<file path="src/rtl/mem_stage_lsu_pkg.sv">
`default_nettype none
// ============================================================================
// Module  : core (package)
// Brief   : Shared LSU types, pipeline context bus and lane-width constants.
// Revision: 1.0 - initial release
// ============================================================================
package core;

  localparam int c_byte_w = 8;
  localparam int c_half_w = 16;
  localparam int c_word_w = 32;

  typedef enum logic [3:0] {
    MEM_NOP = 4'd0,
    MEM_LB  = 4'd1,
    MEM_LH  = 4'd2,
    MEM_LW  = 4'd3,
    MEM_LBU = 4'd4,
    MEM_LHU = 4'd5,
    MEM_SB  = 4'd6,
    MEM_SH  = 4'd7,
    MEM_SW  = 4'd8
  } mem_op_e;

  typedef enum logic [1:0] {
    IDLE = 2'd0,
    REQ  = 2'd1,
    WAIT = 2'd2
  } lsu_state_e;

  typedef enum logic [3:0] {
    ALU_NOP = 4'd0,
    ALU_ADD = 4'd1,
    ALU_SUB = 4'd2,
    ALU_AND = 4'd3,
    ALU_OR  = 4'd4
  } alu_op_e;

  typedef enum logic [2:0] {
    NOP = 3'd0,
    FMT_R = 3'd1,
    FMT_I = 3'd2,
    FMT_S = 3'd3,
    FMT_B = 3'd4,
    FMT_U = 3'd5,
    FMT_J = 3'd6
  } format_e;

  typedef enum logic [5:0] {
    I_NOP  = 6'd0,
    I_LOAD = 6'd1,
    I_STORE = 6'd2,
    I_ALU  = 6'd3
  } instr_e;

  typedef struct packed {
    logic [31:0] pc;
    instr_e      instr;
    format_e     format;
    alu_op_e     alu_op;
    mem_op_e     mem_op;
    logic [4:0]  rd;
  } pipeline_bus_t;

  // log2 of the access size in bytes: 0 = byte, 1 = half, 2 = word
  function automatic logic [1:0] mem_size_log2(input mem_op_e op);
    case (op)
      MEM_LH, MEM_LHU, MEM_SH: mem_size_log2 = 2'd1;
      MEM_LW, MEM_SW:          mem_size_log2 = 2'd2;
      default:                 mem_size_log2 = 2'd0;
    endcase
  endfunction

  function automatic logic mem_is_store(input mem_op_e op);
    mem_is_store = (op == MEM_SB) || (op == MEM_SH) || (op == MEM_SW);
  endfunction

endpackage
`default_nettype wire

</file>
<file path="src/rtl/mem_stage_lsu_align.sv">
`default_nettype none
// ============================================================================
// Module  : lsu_align
// Brief   : Byte-lane placement of store data/enables and load extract/extend.
// Revision: 1.0 - initial release
// ============================================================================
module lsu_align
  import core::*;
#(
  parameter int DATA_WIDTH = 32
) (
  input  mem_op_e                          op,
  input  logic [$clog2(DATA_WIDTH/8)-1:0] lane,
  input  logic [DATA_WIDTH-1:0]            store_data,
  input  logic [DATA_WIDTH-1:0]            rdata,
  output logic [DATA_WIDTH/8-1:0]          be,
  output logic [DATA_WIDTH-1:0]            wdata,
  output logic [DATA_WIDTH-1:0]            load_data
);

  localparam int c_nb     = DATA_WIDTH / 8;
  localparam int c_lane_w = $clog2(c_nb);

  logic [1:0]            w_size;
  logic [c_lane_w-1:0]   w_lane;
  logic [c_lane_w+2:0]   w_shamt;
  logic [DATA_WIDTH-1:0] w_rshift;

  always_comb begin
    w_size = mem_size_log2(op);
    // Lane bits below the access size are dropped so the access aligns down
    w_lane = lane;
    if (w_size != 2'd0) w_lane[0] = 1'b0;
    if (w_size == 2'd2) w_lane[1] = 1'b0;
    w_shamt  = {w_lane, 3'b000};
    w_rshift = rdata >> w_shamt;

    be        = '0;
    wdata     = '0;
    load_data = '0;

    case (w_size)
      2'd0: begin
        be    = c_nb'(1) << w_lane;
        wdata = DATA_WIDTH'(store_data[c_byte_w-1:0]) << w_shamt;
      end
      2'd1: begin
        be    = c_nb'(3) << w_lane;
        wdata = DATA_WIDTH'(store_data[c_half_w-1:0]) << w_shamt;
      end
      default: begin
        be    = c_nb'(15) << w_lane;
        wdata = DATA_WIDTH'(store_data[c_word_w-1:0]) << w_shamt;
      end
    endcase

    if (op == MEM_NOP) be = '0;
    if (!mem_is_store(op)) wdata = '0;

    case (op)
      MEM_LB:  load_data = DATA_WIDTH'($signed(w_rshift[c_byte_w-1:0]));
      MEM_LH:  load_data = DATA_WIDTH'($signed(w_rshift[c_half_w-1:0]));
      MEM_LW:  load_data = DATA_WIDTH'($signed(w_rshift[c_word_w-1:0]));
      MEM_LBU: load_data = DATA_WIDTH'(w_rshift[c_byte_w-1:0]);
      MEM_LHU: load_data = DATA_WIDTH'(w_rshift[c_half_w-1:0]);
      default: load_data = '0;
    endcase
  end

endmodule
`default_nettype wire

</file>
<file path="src/rtl/mem_stage_lsu.sv">
`default_nettype none
// ============================================================================
// Module  : mem_stage_lsu
// Brief   : Pipeline memory stage, one outstanding dmem access at a time.
//           Define MEM_MISALIGN_TRAP_EN to trap misaligned half/word accesses.
// Revision: 1.0 - initial release
// ============================================================================
module mem_stage_lsu
  import core::*;
#(
  parameter int DATA_WIDTH = 32,
  parameter int ADDR_WIDTH = 32
) (
  input  logic                    clk,
  input  logic                    rst,
  input  logic                    valid_i,
  input  pipeline_bus_t           bus_i,
  input  mem_op_e                 op_i,
  input  logic [ADDR_WIDTH-1:0]   addr_i,
  input  logic [DATA_WIDTH-1:0]   wdata_i,
  output logic                    ready_o,
  output logic                    valid_o,
  output pipeline_bus_t           mem_bus_o,
  output logic [DATA_WIDTH-1:0]   load_data_o,
  output logic                    misalign_o,
  input  logic                    ready_i,
  output logic                    dmem_req_o,
  output logic                    dmem_we_o,
  output logic [DATA_WIDTH/8-1:0] dmem_be_o,
  output logic [ADDR_WIDTH-1:0]   dmem_addr_o,
  output logic [DATA_WIDTH-1:0]   dmem_wdata_o,
  input  logic                    dmem_gnt_i,
  input  logic                    dmem_rvalid_i,
  input  logic [DATA_WIDTH-1:0]   dmem_rdata_i
);

  localparam int c_lane_w = $clog2(DATA_WIDTH / 8);

  lsu_state_e            r_state;
  mem_op_e               r_op;
  logic [ADDR_WIDTH-1:0] r_addr;
  logic [DATA_WIDTH-1:0] r_wdata;
  pipeline_bus_t         r_bus;

  logic                  r_valid;
  logic                  r_misalign;
  pipeline_bus_t         r_bus_out;
  logic [DATA_WIDTH-1:0] r_load_data;

  logic                    w_accept;
  logic                    w_misaligned;
  logic [DATA_WIDTH/8-1:0] w_be;
  logic [DATA_WIDTH-1:0]   w_wdata;
  logic [DATA_WIDTH-1:0]   w_load_data;

  assign ready_o  = (r_state == IDLE) && (!r_valid || ready_i);
  assign w_accept = valid_i && ready_o;

`ifdef MEM_MISALIGN_TRAP_EN
  logic [1:0] w_size_in;
  assign w_size_in    = mem_size_log2(op_i);
  assign w_misaligned = ((w_size_in == 2'd1) && addr_i[0]) ||
                        ((w_size_in == 2'd2) && (addr_i[1:0] != 2'b00));
`else
  assign w_misaligned = 1'b0;
`endif

  lsu_align #(
    .DATA_WIDTH(DATA_WIDTH)
  ) u_align (
    .op        (r_op),
    .lane      (r_addr[c_lane_w-1:0]),
    .store_data(r_wdata),
    .rdata     (dmem_rdata_i),
    .be        (w_be),
    .wdata     (w_wdata),
    .load_data (w_load_data)
  );

  always_ff @(posedge clk) begin
    if (rst) begin
      r_state     <= IDLE;
      r_op        <= MEM_NOP;
      r_addr      <= '0;
      r_wdata     <= '0;
      r_bus       <= '0;
      r_valid     <= 1'b0;
      r_misalign  <= 1'b0;
      r_bus_out   <= '0;
      r_load_data <= '0;
    end else begin
      if (r_valid && ready_i) r_valid <= 1'b0;
      case (r_state)
        IDLE: begin
          if (w_accept) begin
            // NOPs and trapped accesses complete without touching dmem
            if ((op_i == MEM_NOP) || w_misaligned) begin
              r_valid     <= 1'b1;
              r_bus_out   <= bus_i;
              r_load_data <= '0;
              r_misalign  <= w_misaligned;
            end else begin
              r_op    <= op_i;
              r_addr  <= addr_i;
              r_wdata <= wdata_i;
              r_bus   <= bus_i;
              r_state <= REQ;
            end
          end
        end
        REQ: begin
          if (dmem_gnt_i) r_state <= WAIT;
        end
        WAIT: begin
          if (dmem_rvalid_i) begin
            r_valid     <= 1'b1;
            r_bus_out   <= r_bus;
            r_load_data <= w_load_data;
            r_misalign  <= 1'b0;
            r_state     <= IDLE;
          end
        end
        default: r_state <= IDLE;
      endcase
    end
  end

  assign valid_o      = r_valid;
  assign mem_bus_o    = r_bus_out;
  assign load_data_o  = r_load_data;
  assign misalign_o   = r_misalign;

  assign dmem_req_o   = (r_state == REQ);
  assign dmem_we_o    = mem_is_store(r_op);
  assign dmem_be_o    = w_be;
  assign dmem_addr_o  = {r_addr[ADDR_WIDTH-1:c_lane_w], {c_lane_w{1'b0}}};
  assign dmem_wdata_o = w_wdata;

endmodule
`default_nettype wire

</file>
<file path="config.mk">
export PLATFORM = sky130hd
export DESIGN_NAME = mem_stage_lsu
export DESIGN_NICKNAME = d
export VERILOG_FILES = /design/src/rtl/mem_stage_lsu_pkg.sv /design/src/rtl/mem_stage_lsu_align.sv /design/src/rtl/mem_stage_lsu.sv
export SDC_FILE = /design/constraint.sdc
export NUM_CORES = 1
export LEC_CHECK = 0
export BUFFER_PORTS_ARGS = -buffer_cell sky130_fd_sc_hd__buf_2
export CORE_UTILIZATION = 50
export DETAILED_ROUTE_END_ITERATION = 7
export GPL_TIMING_DRIVEN = 0
export HOLD_SLACK_MARGIN = 0.12
export PLACE_DENSITY = 0.85
export SLEW_MARGIN = 20
export SYNTH_ARGS = -nofsm -noshare
export SYNTH_HDL_FRONTEND = slang
export SYNTH_SLANG_ARGS = --single-unit
export TNS_END_PERCENT = 30
</file>
<file path="constraint.sdc">
create_clock -name clk -period 4.14 [get_ports clk]
set_input_delay 0.828 -clock clk [delete_from_list [all_inputs] [get_ports clk]]
set_output_delay 0.828 -clock clk [all_outputs]
set_load 0.01 [all_outputs]
</file>
# After elaboration in Yosys (flattened, before gate mapping)
# Cells that the tools add are included.
[totals]
register_bits = 212
in_bits = 160
out_inout_bits = 159
word_cells = 92
[classes]
n_eq_ne = 17
n_shift = 7
mux = 30
bitwise = 1
n_reduce_logical = 18
[ops]
columns = ["op", "count"]
rows = [
  ["$mux W54", 3],
  ["$pmux W32 S5", 1],
  ["$mux W32", 4],
  ["$pmux W32 S2", 2],
  ["$pmux W54 S2", 1],
  ["$shl A16 B5 Y32", 1],
  ["$shl A32 B5 Y32", 1],
  ["$shl A8 B5 Y32", 1],
  ["$shr A32 B5 Y32", 1],
  ["$eq A4 B3 Y1 const B", 4],
  ["$mux W1", 9],
  ["$eq A4 B2 Y1 const B", 2],
  ["$logic_not A4 Y1", 2],
  ["$mux W2", 4],
  ["$pmux W4 S2", 1],
  ["$reduce_and A4 Y1", 2],
  ["$ne A2 B2 Y1 const B", 3],
  ["$pmux W2 S3", 1],
  ["$eq A2 B1 Y1 const B", 2],
  ["$eq A2 B2 Y1 const B", 2],
  ["$eq A4 B1 Y1 const B", 1],
  ["$eq A4 B4 Y1 const B", 1],
  ["$logic_not A2 Y1", 2],
  ["$mux W4", 1],
  ["other kinds (14)", 21],
]

# Logic depth before layout (Yosys ltp)
# Gate-level depths: netlist (run 1).
[depth]
depth_word = 9
mapped_depth = 8
ltp_nobuf = 5

# Hierarchy
# From an unflattened synthesis (run 1), not the netlist that was laid out.
[unflattened]
hier_cells = 1203
hier_area_um2 = 10077.2
[modules_own_cells]
columns = ["module", "n_inst", "cells_each", "area_per_inst_um2", "seq_area_each_um2"]
rows = [
  ["mem_stage_lsu", 1, 980, 8614.5, 4224.1],
  ["lsu_align", 1, 223, 1462.7, 0.0],
]

# Worst setup path after synthesis (run 1)
# No wires, ideal clock.
[synth_timing]
path_kind = "reg-to-output"
startpoint = "register r_op[3]"
endpoint = "output port dmem_wdata_o[16]"
arrival_ns = 1.910
t_required_ns = 3.312
slack_ns = 1.402
path_stages_with_launch = 8
n_path_buf = 3
path_cell_list = "dfxtp_1 -> buf_4 -> or4b_1 -> buf_2 -> o211a_1 -> buf_2 -> nor2_1 -> a22o_1"
[synth_via]
elab_chain_cells = 8
word_cells_on_any_way = 22
cone_classes = "eq/ne (8); shift (3); mux (5); reduce/logical (6)"
[synth_lines]
columns = ["element", "line_no", "source"]
rows = [
  ["start: declaration", "mem_stage_lsu.sv:40", "mem_op_e r_op;"],
  ["start signal: assignment", "mem_stage_lsu.sv:103", "r_op <= op_i;"],
  ["$eq A4 B3 Y1 (tied with other cells)", "mem_stage_lsu_pkg.sv:67, mem_stage_lsu_pkg.sv:75", ""],
  ["$reduce_or A3 Y1 / $reduce_or A2 Y1 (equally long branches)", "mem_stage_lsu_pkg.sv:67", "case (op)"],
  ["$pmux W2 S2", "mem_stage_lsu_pkg.sv:67", ""],
  ["$eq A2 B2 Y1 / $reduce_bool A2 Y1 (equally long branches)", "mem_stage_lsu_align.sv:34, mem_stage_lsu_align.sv:33", ""],
  ["$mux W1 (on tied branches)", "mem_stage_lsu_align.sv:34, mem_stage_lsu_align.sv:33", ""],
  ["$shl A32 B5 Y32 (tied with other cells)", "mem_stage_lsu_align.sv:53", "wdata = DATA_WIDTH'(store_data[c_word_w-1:0]) << w_shamt;"],
  ["$pmux W32 S2", "mem_stage_lsu_align.sv:42", "case (w_size)"],
  ["$mux W32 *", "mem_stage_lsu_align.sv:58", "if (!mem_is_store(op)) wdata = '0;"],
  ["end: declaration", "mem_stage_lsu.sv:31", "output logic [DATA_WIDTH-1:0] dmem_wdata_o,"],
]
# Every way passes the cells marked *; elsewhere a longest branch is shown, timed or not.

# Final worst setup path (run 1)
[layout_timing]
startpoint = "register r_op[3]"
endpoint = "output port dmem_wdata_o[23]"
# The elaborated chain is that of the path after synthesis.

==> results.md, run 1 <==
- The run finished with clean final reports.
- The core region is 18200 sq um.
- The die covers 19400 sq um.
- After legalization and detailed placement, the total HPWL measured around 22000 um.
- The measured slew at the worst slew-check pin is 0.830 ns.
- The synthesized area is 9440 sq um.
- In this run the worst path has a maximum fanout of 10.
- The worst setup path is captured at an output port.
- The fraction of registers with async set/reset is 0.
- Once layout is complete, the utilization of the core stands at 0.661.
- Buffers added to address setup during post-CTS repair amount to 0.
- The length of the first detailed-routing pass in iterations is 5.
- Among all cell types in the netlist, the one instantiated most often is sky130_fd_sc_hd__nand2_1.
- The layout cell share with drive strength beyond 1 is 0.297.
- The number of hold buffers added after cts is 0.
- The data required time of the critical path is 3.31 ns.
- For this design the static power due to leakage is between 5 and 6 nW.
- The aggregate negative setup slack is 0 ns.
- The finished layout holds around 1700 standard cells, fillers aside.
- Subtracting the final worst setup slack from the clock period gives roughly 3.7 ns.
- In the final layout, the multi-input gates occupy 4530 sq um.
- Measured along the x axis, the die boundary spans 139 um.
- Together, buffers and inverters on the worst path number 4.
- The slowest cell on the critical path is sky130_fd_sc_hd__nor2_1.
- The worst setup path is of the register to output port kind.
- The TritonCTS sink count is 211.
- Clock tree synthesis selected as its root buffer the cell sky130_fd_sc_hd__clkbuf_16.
- The number of violations reported at the end of detailed-routing iteration 0 is between 500 and 600.
- The number of input and output port buffers inserted is 314.
- Traced cell by cell, the critical path runs through buf_4 -> or4b_1 -> buf_2 -> o211a_1 -> buf_2 -> nor2_1 -> a22o_1 -> buf_2.
- The largest voltage drop on the vdd net is 312 uV.
- The startpoint identified for the worst hold timing path is load_data_o[0].
- After synthesis, the netlist uses 57 different library cells.
- In this run the number of H-tree levels came out at 1.
- The clock latency reported for the late side of the worst-skew pair is just over 0.5 ns.
- Clock tree synthesis inserted a total of 23 buffers.
- The wire length per cell is 17.2 um.
- The fraction of the mapped netlist area in compound gates is 0.216.
- After synthesis, the share of cell area in mux cells is 0.0772.
- Setup repair after global routing left no endpoint under its margin.
- The row count is 49.
- The tool flagged a number of max-cap violations equal to 0.
- The final weighted congestion in routability-driven placement is 0.915.
- The synthesized design spends more area on one cell type than any other, namely sky130_fd_sc_hd__dfxtp_1.
- The sequential area share after synthesis is 0.448.
- From synthesis to final layout, the design area changed by 27.5%.
- By count the netlist is led by sky130_fd_sc_hd__nand2_1, sky130_fd_sc_hd__dfxtp_1, sky130_fd_sc_hd__a21oi_1.
- Clock-pin slew was measured on the worst setup and hold paths at 0.06 ns.
- The number of global-route vias before repair was around 9000.
- The data arrival time of the critical path is 2.91 ns.
- Global routing finished with a remaining overflow of 0.
- The delay contributed by the slowest stage of the critical path is 0.45 ns.
- The dominant cell type by count on the critical path is sky130_fd_sc_hd__buf_2.
- Of the total synthesized cell area, the portion taken by AND, OR, NAND and NOR gates is 0.186.
- For this run, design rule violations remaining after detail routing come to 0.
- After layout, the design draws a total of approximately 0.0050 W.
- The final-layout fill cell count is around 1600.
- For this configuration, the core starts out at a cell density of 0.518.
- In this run, synthesis produced a sequential element count of 211.
- In this run the deepest clock path goes through 3 buffers.
- In the synthesized netlist the dominant register cell turns out to be sky130_fd_sc_hd__dfxtp_1.
- The sequential cells in the finished layout cover a total of 4220 sq um.
- The number of instances in the synthesized netlist is about 1100.
- Setup violations remaining at the end of the flow were counted as 0.
- Of the total synthesized cell area, the portion taken by full adders, half adders and majority gates is 0.
- Among cell families on the critical path, the largest total delay comes from simple AND/OR/NAND/NOR gates.
- The number of stages on the worst setup path is 8.
- The floorplan step set the die height to 139 um.
- The maximum operating frequency is 0.267 GHz.
- The number of hold violations in the final report is 0.
- The number of top-level pins is about 320.
- The yosys synthesis warning count is 0.
- The power per cell area is just over 400 nW/um^2.
- After synthesis, the cell types taking the most area are sky130_fd_sc_hd__dfxtp_1, sky130_fd_sc_hd__nand2_1, sky130_fd_sc_hd__a21oi_1, sky130_fd_sc_hd__mux2i_1, sky130_fd_sc_hd__a211oi_1.
- The number of flops mapped to enable cells by yosys is 0.
- Of the total synthesized cell area, the portion taken by XOR and XNOR cells is 0.
- The routed design has around 30000 um of wire.
- The startpoint kind of the worst setup timing path is a register.
- The type of the worst min-delay path is register to register.
- The number of nets with antenna violations after routing is 0.
- Of the available clock period, the critical path in the final layout requires 0.903.
- Measured against its own limit, the worst slew margin works out to 0.447.
- Entering global routing, the biggest net connects 13 pins.
- The worst register-to-register path begins at r_state[1].
- The final-report max-slew violation count was 0.
- The number of cell instances on the worst register-to-register path is 7.
- The first global-routing pass estimated 46300 um of wire.
- Each instance of the synthesized netlist takes up on average roughly 8.3 sq um.
- The post-CTS resize count is 0.
- The worst setup path startpoint is r_op[3].
- The aggregate global-route resource usage is 0.293.
- Across all layers, the routed design uses around 9600 vias.
- The worst setup skew after layout is roughly 0.015 ns.
- The net count of the finished layout is 1632.
- After detailed routing, the number of vias per cell comes to 5.56.
- The number of instances in the placed design is 1676.
- The initial antenna violation count is 7.
- The combinational family with the most area after synthesis is compound AO/OA/AOI/OAI gates.
- TritonCTS built the clock tree.
- The worst hold path was traced through 2 stages.
- The area share of the largest cell type after synthesis is 0.448.
layer usage:
metal,share of wire,GRT usage,vias to the layer above
li1,-,-,4604
met1,0.40,0.362,4484
met2,0.49,0.502,415
met3,0.081,0.0650,61
met4,0.024,0.103,0
met5,0,0,-
final timing paths:
path | endpoint | slack, ns
worst max register to register | r_addr[29] | 1.58
worst max-delay path | dmem_wdata_o[23] | 0.40
worst min register to register | load_data_o[0] | 0.45
worst min-delay path | load_data_o[0] | 0.45
final cells by class:
cell class                 count  share of cell area
clock buffer                  36              0.0577
multi-input combinational    785               0.377
antenna                        5             0.00104
timing repair buffer         314               0.131
tap                          229              0.0238
buffer                       132              0.0556
clock inverter                 4             0.00198
inverter                       5             0.00156
sequential                   211               0.351
worst register-to-register path, cell delays in order (launching register included):
cell and delay (ns):
sky130_fd_sc_hd__dfxtp_1 0.33, sky130_fd_sc_hd__clkbuf_1 0.35, sky130_fd_sc_hd__nor4_2 0.16, sky130_fd_sc_hd__nand2_1 0.22, sky130_fd_sc_hd__clkbuf_1 0.54, sky130_fd_sc_hd__clkbuf_1 0.61
sky130_fd_sc_hd__nand2_1 0.14, sky130_fd_sc_hd__a21oi_1 0.16
per-stage QoR:
step / setup slack (ns) / hold slack, ns / instance area, sq um
2_1_floorplan: 1.40 / 0.434 / 9440
3_3_place_gp: 0.866 / 0.433 / 11300
3_5_place_dp: 0.827 / 0.438 / 11300
4_1_cts: 0.417 / 0.453 / 12000
5_1_grt: 0.231 / 0.465 / 12000
6_report: 0.401 / 0.450 / 12000
where the power goes:
part	switching, W	internal (W)	total [W]	leakage, nW
logic	0.000488	0.000319	0.000807	3.43
clock network	0.000807	0.00115	0.00195	0.357
registers	0.0000686	0.00215	0.00222	1.72
cells in the final DEF (no fill, tap or decap), types with 7 or more instances in the layout:
master                        n
sky130_fd_sc_hd__a211oi_1    55
sky130_fd_sc_hd__a21boi_0    15
sky130_fd_sc_hd__a21oi_1    127
sky130_fd_sc_hd__a221oi_1    24
sky130_fd_sc_hd__a221oi_2    12
sky130_fd_sc_hd__a22o_1       9
sky130_fd_sc_hd__and2_1      10
sky130_fd_sc_hd__and3_1       7
sky130_fd_sc_hd__buf_2      336
sky130_fd_sc_hd__buf_4       35
sky130_fd_sc_hd__clkbuf_1    74
sky130_fd_sc_hd__clkbuf_16   23
sky130_fd_sc_hd__clkbuf_8     7
sky130_fd_sc_hd__dfxtp_1    211
sky130_fd_sc_hd__mux2_2      12
sky130_fd_sc_hd__mux2i_1     57
sky130_fd_sc_hd__nand2_1    278
sky130_fd_sc_hd__nand4_1     10
sky130_fd_sc_hd__nor2_1      86
sky130_fd_sc_hd__o21ai_0     14
sky130_fd_sc_hd__o31ai_1      8
sky130_fd_sc_hd__o32ai_1      7
kinds of logic (layout without fill, tap and decap cells):
group | count (synthesis) | count (layout)
muxes | 70 | 70
and+or+nand+nor | 416 | 416
DFF | 211 | 211
AOI/OAI and AO/OA | 296 | 296
buffers and inverters | 137 | 491
other | 1 | 8
sequential cells by signal (all words and copies together) (netlist names):
name / count
r_addr: 32
r_bus: 54
valid_o: 1
mem_bus_o: 54
load_data_o: 32
r_state: 2
r_wdata: 32
r_op: 4
No activity file was read; power rests on OpenSTA's default activity.
==> run 2: changes to the inputs <==
Settings changed: CORE_UTILIZATION 50 to 40, PLACE_DENSITY 0.85 to 0.72.
==> results.md, run 2 (synthesis results as in run 1) <==
- TritonCTS built the clock tree.
- The met1 layer wirelength in the final routing is 12600 um (+5.3%).
- The instance count along the most critical hold path is 2 (unchanged).
- The category of the most critical setup path is register to output port.
- The dominant cell type by count on the critical path is sky130_fd_sc_hd__buf_2.
- The launch point of the worst hold path is load_data_o[4].
- The clock tree buffer depth is 3 (unchanged).
- The worst setup skew after layout is 0.00479 ns (-0.0106 ns).
- The worst slew margin relative to its limit is 0.376 (-0.0704).
- The number of cell instances on the worst register-to-register path came to 7 (unchanged).
- The clock-pin slew reported for the worst setup and hold paths after clock tree synthesis is 0.06 ns (about the same).
- The final total power is 0.00506 W (+1.6%).
- The vias per cell is 5.21 (-6.3%).
- The reg-to-reg setup timing slack was 1.50 ns (-0.08 ns).
- The detailed-routed wire length on met2 is 14100 um (-2.6%).
- The overall overflow remaining after global route is 0 (unchanged).
- The startpoint kind of the worst setup timing path is a register.
- The detailed-route wire length is 29900 um (+1.1%).
- The run finished with clean final reports.
- The number of instances in the placed design came to 1760 (+5.0%).
- The count of H-tree levels built during CTS is 1 (unchanged).
- In the layout the commonest cells are sky130_fd_sc_hd__buf_2, sky130_fd_sc_hd__nand2_1, sky130_fd_sc_hd__dfxtp_1.
- The commonest non-fill, non-tap cell in the layout is sky130_fd_sc_hd__buf_2.
- The area growth from synthesis to final layout is 28.8%.
- The starting density of the core was 0.412 (-0.106).
- The total net switching power came to 0.00137 W (+0.85%).
- The final weighted congestion in routability-driven placement is 0.900 (-1.7%).
- The largest voltage drop on the vdd net was 275 uV (-12%).
- The data required time of the critical path is 3.31 ns (about the same).
- The maximum operating frequency was 0.264 GHz (-1.3%).
- The global-route wire length before repair was 46100 um (-0.27%).
- The delay contributed by the slowest stage of the critical path was 0.48 ns (+0.03 ns).
- The maximum number of pins on one net before global-route repair is 13 (unchanged).
- The setup violation total in the final timing report came to 0 (unchanged).
- The setup slack at placement was 0.759 ns (-0.0682 ns).
- The DRC violation count after routing is 0 (unchanged).
- The detailed placer's ending HPWL is 22600 um (+3.5%).
- The clock latency reported for the late side of the worst-skew pair came to 0.51 ns (about the same).
- The final instance count without filler cells is 1801 (+4.6%).
- The initial antenna violation count is 2 (-5).
- The row count came to 55 (+12%).
- The post-CTS resize count is 0 (unchanged).
- The net count of the finished layout came to 1632 (unchanged).
- The startpoint of the most critical register-to-register path is r_state[1].
- The buffer count from post-CTS setup fixing is 0 (unchanged).
- The final-layout fill cell count is 2241 (+42%).
- The number of violations reported at the end of detailed-routing iteration 0 is 473 (-17%).
- The power per cell area came to 416 nW/um^2 (+0.58%).
- The number of hold buffers added after cts came to 0 (unchanged).
- The kind of end point of the critical path is an output port.
- Walking the worst path, the cells encountered are buf_4 -> or4b_1 -> buf_2 -> o211a_1 -> buf_2 -> nor2_1 -> a22o_1 -> buf_2.
- The measured slew at the worst slew-check pin is 0.935 ns (+0.106 ns).
- The sequential power share is 0.439 (-0.007).
- The shortest period the worst path allows is 3.79 ns (+0.0503 ns).
- The aggregate negative setup slack is 0 ns (unchanged).
- The number of nets with antenna violations after routing came to 0 (unchanged).
- The wire length per cell is 16.6 um (-3.4%).
- The die width is 156 um (+12%).
- The vertical extent of the die is 156 um (+12%).
- The final critical-path share of the clock period is 0.915 (+0.0121).
- The final-report max-slew violation count is 0 (unchanged).
- The type of the worst min-delay path is register to register.
- Among all stages on the critical path, the largest delay is contributed by sky130_fd_sc_hd__nor2_1.
- The static power due to leakage is 5.52 nW (+0.16%).
- The aggregate global-route resource usage is 0.239 (-0.0543).
- The share of power burned in the clock network is 0.402 (+0.010).
- The number of diodes added for antenna fixing is 0 (-5).
- The number of top-level pins is 319 (unchanged).
- Setup repair after global routing left no endpoint under its margin.
- The count of max-cap constraint violations is 0 (unchanged).
- The maximum net fanout on the critical path was 10 (unchanged).
- The layout cell share with drive strength beyond 1 is 0.296 (-0.000871).
- The met3 layer wire length in the routed design came to 2240 um (-6.6%).
- The internal power summed over all cells was 0.00369 W (+1.9%).
- The reg-to-reg endpoint is r_addr[29].
- The worst hold path terminates at load_data_o[4].
- The overall via count from detail_route is 9378 (-1.9%).
- The number of input and output port buffers inserted is 314 (unchanged).
- The number of hold violations in the final report is 0 (unchanged).
- The final worst slack is 0.351 ns (-0.0503 ns).
- The switching power share of the total was 0.272 (-0.00196).
- The data arrival time of the critical path is 2.96 ns (+0.05 ns).
- The total core area is 22900 sq um (+26%).
- CTS placed an instance of sky130_fd_sc_hd__clkbuf_16 at the clock tree root.
- The floorplan die area is 24200 sq um (+25%).
- The highest metal layer with signal wires is met5.
- The length of the first detailed-routing pass in iterations is 5 (unchanged).
- The number of buffers created by CTS is 23 (unchanged).
- The combinational share of power is 0.159 (-0.003).
- The TritonCTS sink count is 211 (unchanged).
- The number of global-route vias before repair is 8729 (-3.2%).
## run 2: area by class of cell
cell class | count | area (sq um) | share of cell area
multi-input combinational | 785 | 4530 | 0.373
inverter | 5 | 18.8 | 0.00154
clock inverter | 3 | 43.8 | 0.00360
buffer | 132 | 669 | 0.0551
sequential | 211 | 4220 | 0.348
clock buffer | 38 | 702 | 0.0578
timing repair buffer | 314 | 1570 | 0.129
tap | 313 | 392 | 0.0322
## run 2: metal layers
layer  global-route usage  vias to the layer above
met4               0.0784                        2
met5                    0                        -
met3               0.0531                       66
met1                0.299                     4358
li1                     -                     4603
met2                0.406                      349
## run 2: power groups by stage
stage	Sequential [W]	Clock [W]	Combinational (W)
floorplan	0.00226	0	0.000489
global placement	0.00226	0	0.000795
detailed placement	0.00226	0	0.000805
CTS	0.00222	0.00207	0.000809
global route	0.00223	0.00215	0.000892
finish	0.00222	0.00203	0.000806
## run 2: metrics by stage
stage | hold slack, ns | instance area, sq um | util
6_report | 0.448 | 12200 | 0.530
5_1_grt | 0.466 | 12200 | 0.530
4_1_cts | 0.452 | 12200 | 0.530
3_5_place_dp | 0.438 | 11400 | 0.498
3_3_place_gp | 0.431 | 11400 | 0.498
2_1_floorplan | 0.434 | 9440 | -
## run 2: worst max path at each step
stage	endpoint	start
floorplan	dmem_wdata_o[16]	r_op[3]
global placement	r_addr[23]	op_i[0]
detailed placement	r_addr[29]	op_i[0]
CTS	dmem_wdata_o[19]	r_op[3]
global route	dmem_wdata_o[16]	r_op[3]
finish	dmem_wdata_o[19]	r_op[3]
## run 2: critical path: cells and delay by family, from the launching register on
family / cells / cell delay [ns]
AND/OR/NAND/NOR: 2 / 0.92
flip-flops: 1 / 0.31
AO/OA/AOI/OAI: 2 / 0.48
buffers and inverters: 4 / 0.74
